**config.mk**
```make
export PLATFORM = sky130hd
export DESIGN_NAME = fetch_pc_unit
export DESIGN_NICKNAME = d
export VERILOG_FILES = /design/src/rtl/fetch_pc_unit_pkg.sv /design/src/rtl/fetch_next_pc.sv /design/src/rtl/fetch_pc_unit.sv
export SDC_FILE = /design/constraint.sdc
export NUM_CORES = 1
export LEC_CHECK = 0
export ABC_CLOCK_PERIOD_IN_PS = 2100
export CAP_MARGIN = 20
export CORE_UTILIZATION = 40
export DETAILED_ROUTE_END_ITERATION = 8
export GPL_ROUTABILITY_DRIVEN = 1
export PLACE_DENSITY = 0.83
export SKIP_LAST_GASP = 1
export SYNTH_ARGS = -nofsm -noshare
export SYNTH_HDL_FRONTEND = slang
export SYNTH_SLANG_ARGS = --single-unit
```
**constraint.sdc**
```tcl
create_clock -name clk -period 2.1 [get_ports clk]
set_input_delay 0.21 -clock clk [delete_from_list [all_inputs] [get_ports clk]]
set_output_delay 0.21 -clock clk [all_outputs]
set_load 0.005 [all_outputs]
```
**src/rtl/fetch_pc_unit_pkg.sv**
```systemverilog
// Shared fetch-front-end constants: PC-select codes, NOP encoding and fetch FSM states.
// Pure declarations; no latency or backpressure of its own.
package fetch_pc_unit_pkg;

   localparam int PCSEL_W = 1;
   localparam logic [PCSEL_W-1:0] PCSEL_PC4  = 1'b0;
   localparam logic [PCSEL_W-1:0] PCSEL_JUMP = 1'b1;

   localparam logic [31:0] NOP = 32'h0000_0013;

   typedef enum logic [1:0] {
      FETCH_IDLE = 2'd0,
      FETCH_REQ  = 2'd1,
      FETCH_WAIT = 2'd2,
      FETCH_HOLD = 2'd3
   } fetch_state_e;

endpackage

```
**src/rtl/fetch_next_pc.sv**
```systemverilog
// Next-PC mux: hold, sequential +4 (wrapping), or word-aligned redirect target.
// Purely combinational; redirect has priority over advance, no backpressure.
module fetch_next_pc #(
   parameter int XLEN = 32
) (
   input  logic [XLEN-1:0] pc,
   input  logic [XLEN-1:0] jump_target,
   input  logic            redirect,
   input  logic            advance,
   output logic [XLEN-1:0] next_pc
);

   always_comb begin
      next_pc = pc;
      if (redirect) begin
         next_pc = jump_target & ~XLEN'(3);
      end else if (advance) begin
         next_pc = pc + XLEN'(4);
      end
   end

endmodule

```
**src/rtl/fetch_pc_unit.sv**
```systemverilog
// Fetch PC owner with single-outstanding imem handshake; 4 cycles/instr at zero-wait memory.
// All outputs registered; if_valid holds until if_ready & !stall; redirects kill wrong-path fetches.
module fetch_pc_unit
   import fetch_pc_unit_pkg::*;
#(
   parameter int              XLEN     = 32,
   parameter logic [XLEN-1:0] RESET_PC = '0
) (
   input  logic               clk,
   input  logic               rst_n,
   input  logic [PCSEL_W-1:0] pc_sel,
   input  logic [XLEN-1:0]    jump_target,
   input  logic               stall,
   output logic               imem_req,
   output logic [XLEN-1:0]    imem_addr,
   input  logic               imem_gnt,
   input  logic               imem_rvalid,
   input  logic [XLEN-1:0]    imem_rdata,
   output logic               if_valid,
   output logic [XLEN-1:0]    if_pc,
   output logic [XLEN-1:0]    if_inst,
   input  logic               if_ready,
   output logic               flush
);

   fetch_state_e state, state_nxt;
   logic [XLEN-1:0] pc, pc_nxt;
   logic [XLEN-1:0] addr_nxt, if_pc_nxt, if_inst_nxt;
   logic kill, kill_nxt;
   logic req_nxt, valid_nxt, flush_nxt;
   logic redirect, advance;

   assign redirect = (pc_sel == PCSEL_JUMP);
   // A grant for an already-killed request must not step the PC past the redirect target.
   assign advance  = (state == FETCH_REQ) && imem_gnt && !kill;

   fetch_next_pc #(.XLEN(XLEN)) u_next_pc (
      .pc          (pc),
      .jump_target (jump_target),
      .redirect    (redirect),
      .advance     (advance),
      .next_pc     (pc_nxt)
   );

   always_ff @(posedge clk) begin
      if (!rst_n) begin
         state     <= FETCH_IDLE;
         pc        <= RESET_PC;
         kill      <= 1'b0;
         imem_req  <= 1'b0;
         imem_addr <= RESET_PC;
         if_valid  <= 1'b0;
         if_pc     <= '0;
         if_inst   <= XLEN'(NOP);
         flush     <= 1'b0;
      end else begin
         state     <= state_nxt;
         pc        <= pc_nxt;
         kill      <= kill_nxt;
         imem_req  <= req_nxt;
         imem_addr <= addr_nxt;
         if_valid  <= valid_nxt;
         if_pc     <= if_pc_nxt;
         if_inst   <= if_inst_nxt;
         flush     <= flush_nxt;
      end
   end

   always_comb begin
      state_nxt   = state;
      kill_nxt    = kill;
      req_nxt     = imem_req;
      addr_nxt    = imem_addr;
      valid_nxt   = if_valid;
      if_pc_nxt   = if_pc;
      if_inst_nxt = if_inst;
      flush_nxt   = redirect;

      case (state)
         FETCH_IDLE: begin
            // Holding off one cycle on redirect lets the request use the new pc.
            if (!stall && !redirect) begin
               addr_nxt  = pc;
               req_nxt   = 1'b1;
               state_nxt = FETCH_REQ;
            end
         end
         FETCH_REQ: begin
            if (redirect) kill_nxt = 1'b1;
            if (imem_gnt) begin
               req_nxt   = 1'b0;
               state_nxt = FETCH_WAIT;
            end
         end
         FETCH_WAIT: begin
            if (imem_rvalid) begin
               kill_nxt  = 1'b0;
               state_nxt = FETCH_IDLE;
               if (!kill && !redirect) begin
                  if_inst_nxt = imem_rdata;
                  if_pc_nxt   = imem_addr;
                  valid_nxt   = 1'b1;
                  state_nxt   = FETCH_HOLD;
               end
            end else if (redirect) begin
               kill_nxt = 1'b1;
            end
         end
         FETCH_HOLD: begin
            if (redirect || (if_ready && !stall)) begin
               valid_nxt = 1'b0;
               state_nxt = FETCH_IDLE;
            end
         end
         default: state_nxt = FETCH_IDLE;
      endcase

      if (redirect) valid_nxt = 1'b0;
   end

endmodule

```
==> flow_summary.toml <==
[critical_path]
worstReg2RegEnd = "pc[23]"
worstPathArrival_ns = 2.26
endpoint_kind = "flip-flop"
worstPathRequired_ns = 2.38
start_kind = "flip-flop"
crit_start = "state[1]"
timing.rr.start = "state[1]"
reg2reg_slack_ns = 0.13
worstSetupPathType = "reg -> reg"
reg2reg_depth = 6
cp_max_fo = 5

[placed_design]
port_buffers = 163
hpwl_um = 10700
globalplace.congestion = 0.845

[logic_synthesis]
yosysSeqAreaShare_pct = 45.3
synth_top_family_by_area = "simple AND/OR/NAND/NOR gates"
synth.area.mux_share_pct = 0
yosys-top-cells-area = "dfxtp_1 45%, nand2_1 14%, a21boi_0 11%"
yosysMostFrequentCell = "nand2_1"
synth_common_cells = "205 x nand2_1, 128 x dfxtp_1, 81 x a21boi_0"
yosys_register_bits = 128
syn_inst = 691
synthAdderAreaFrac_pct = 1.33
synth_cell_types = 53
synth_edf_count = 0
synth_top_area_share_pct = 45.3
async_reset_ff_share_pct = 0
synth_xor_area_share_pct = 1.08
ys_warn_count = 0
yosysTopAreaCell = "dfxtp_1"
synth_area_mm2 = 0.00566
synthSimpleGateAreaFrac_pct = 27.1
synth_area_per_cell_um2 = 8.18
synth_top_flop_cell = "dfxtp_1"
synth_compound_area_share_pct = 20.6

[outcome]
status = "completed"

[min_path]
whs_path_depth = 2
hold_path_startpoint = "rst_n"
hold_class = "in -> reg"
whs_endpoint = "pc[19]"

[global_routing]
antenna_found_initial = 0
grtUsageTotal_pct = 21.6
grt-ovfl-total = 0
grt_util_met2_pct = 34.4
grt_pass1_wl_um = 25100
met1_usage_pct = 28.0
grt_busiest_layer = "met2"
grt_util_met3_pct = 4.70
grt_pass1_vias = 5143
grt_max_degree = 83

[timing]
worst_pin_slew_ns = 0.702
max_freq_mhz = 507
setup-violations-final = 0
grt_setup_unrepaired = "no"
slew_headroom_pct = 53.2
drv_slew = 0
setup_tns_ns = 0
period_needed_ns = 1.97
period_share_pct = 93.9
fin_worst_skew_ns = 0.00829
hold_viol_final = 0

[power]
total_power_w = 0.00670
power.static_leakage_nw = 2.88
p_per_area_mw_per_mm2 = 815
ir_drop_v = 0.000629

[routing]
routedWlPerCell_um = 14.6
vias_per_cell = 5.24
via_count = 5483
first_pass_iters = 5
wl_um = 15200
detail-route-antenna-nets = 0
drc = 0
first_iter_violations = 390

[layout]
drive_gt1_share_pct = 8.77
layout.nets = 931
syn2layout_area_growth_pct = 45.4
diodes = 0
fin_util_pct = 59.5

[clock_tree]
insertion_delay_ns = 0.41
clkTransAtPathRegs_ns = 0.06
cts_tree = "yes"
cts.sinks = 128
cts_root_buffer = "clkbuf_16"
cts_hold_buf = 0
cts_max_path_buffers = 2
cts_setup_buffers = 0
cts_inserted_buffers = 17
cts_resized = 0
htree_levels = 4

[floorplan]
core_mm2 = 0.0138
ios = 170
start_util_pct = 40.9
die_area_mm2 = 0.0146
rows = 43
die-height_um = 121
die_w_um = 121

[flow_run]
cap_viol_max_count = 0
layer usage:
layer / vias up / wire length [µm]
met5: - / 0
met4: 0 / 354
met3: 25 / 1040
met2: 217 / 7050
met1: 2529 / 6800
li1: 2712 / -
through the flow:
| stage | hold WS, ns | setup slack, ns | area [µm²] | instances |
|---|---|---|---|---|
| finish | 0.254 | 0.127 | 8220 | 1047 |
| global route | 0.268 | 0.00164 | 8220 | 1047 |
| CTS | 0.237 | 0.121 | 8220 | 1047 |
| detailed placement | 0.457 | -0.0110 | 7600 | 1015 |
| global placement | 0.451 | 0.00751 | 7600 | 1015 |
| floorplan | 0.328 | 0.0937 | 5670 | 694 |
layout make-up:
| type | count | area, µm² |
|---|---|---|
| fill | 1150 | 5600 |
| multi-input combinational | 505 | 2870 |
| sequential | 128 | 2560 |
| timing repair buffer | 193 | 1920 |
| clock buffer | 18 | 429 |
| tap | 180 | 225 |
| clock inverter | 14 | 190 |
| inverter | 9 | 33.8 |
layout by cell type (no fill, tap or decap), drive strengths merged, types with 5 or more instances in the layout:
cell type        n
a21oi           13
ha               6
o211a            5
clkdlybuf4s50  162
buf             31
or3              6
nand4           17
nand3b           6
dfxtp          128
o21ai           19
xnor2            7
clkbuf          18
nand3           28
nor2            15
nor3             7
a21boi          91
nor4             8
nand2          205
clkinv           7
a31oi            6
inv             10
and4             7
nand2b           6
worst max-delay path by stage:
stage	to	depth (start not counted)
detailed placement	pc[19]	5
global route	pc[23]	6
floorplan	pc[19]	7
global placement	pc[19]	5
finish	pc[23]	6
CTS	pc[19]	6
worst max-delay path: stages, from the launching register on:
cell and delay (ns):
dfxtp_1 0.31, inv_1 0.10, ha_1 0.23, nand3b_2 0.10, or4_1 0.59, o41ai_1 0.41
a31oi_1 0.13
state kept, by name, indices dropped and copies added (netlist names):
signal and flops:
if_inst 32, if_pc 30, imem_addr 30, pc 30, state 2, flush 1
if_valid 1, imem_req 1, kill 1
kinds of logic after synthesis:
kind of cell / Yosys count
simple gates: 327
compound gates: 161
flops: 128
buf+inv: 61
xor+xnor: 7
fa+ha+maj: 6
other cells: 1
report_power, final:
| part | total [W] | switching [W] | internal (W) |
|---|---|---|---|
| logic | 0.000952 | 0.000464 | 0.000487 |
| clock network | 0.00306 | 0.00107 | 0.00198 |
| registers | 0.00269 | 0.000131 | 0.00256 |
No activity file was read; power rests on OpenSTA's default activity.
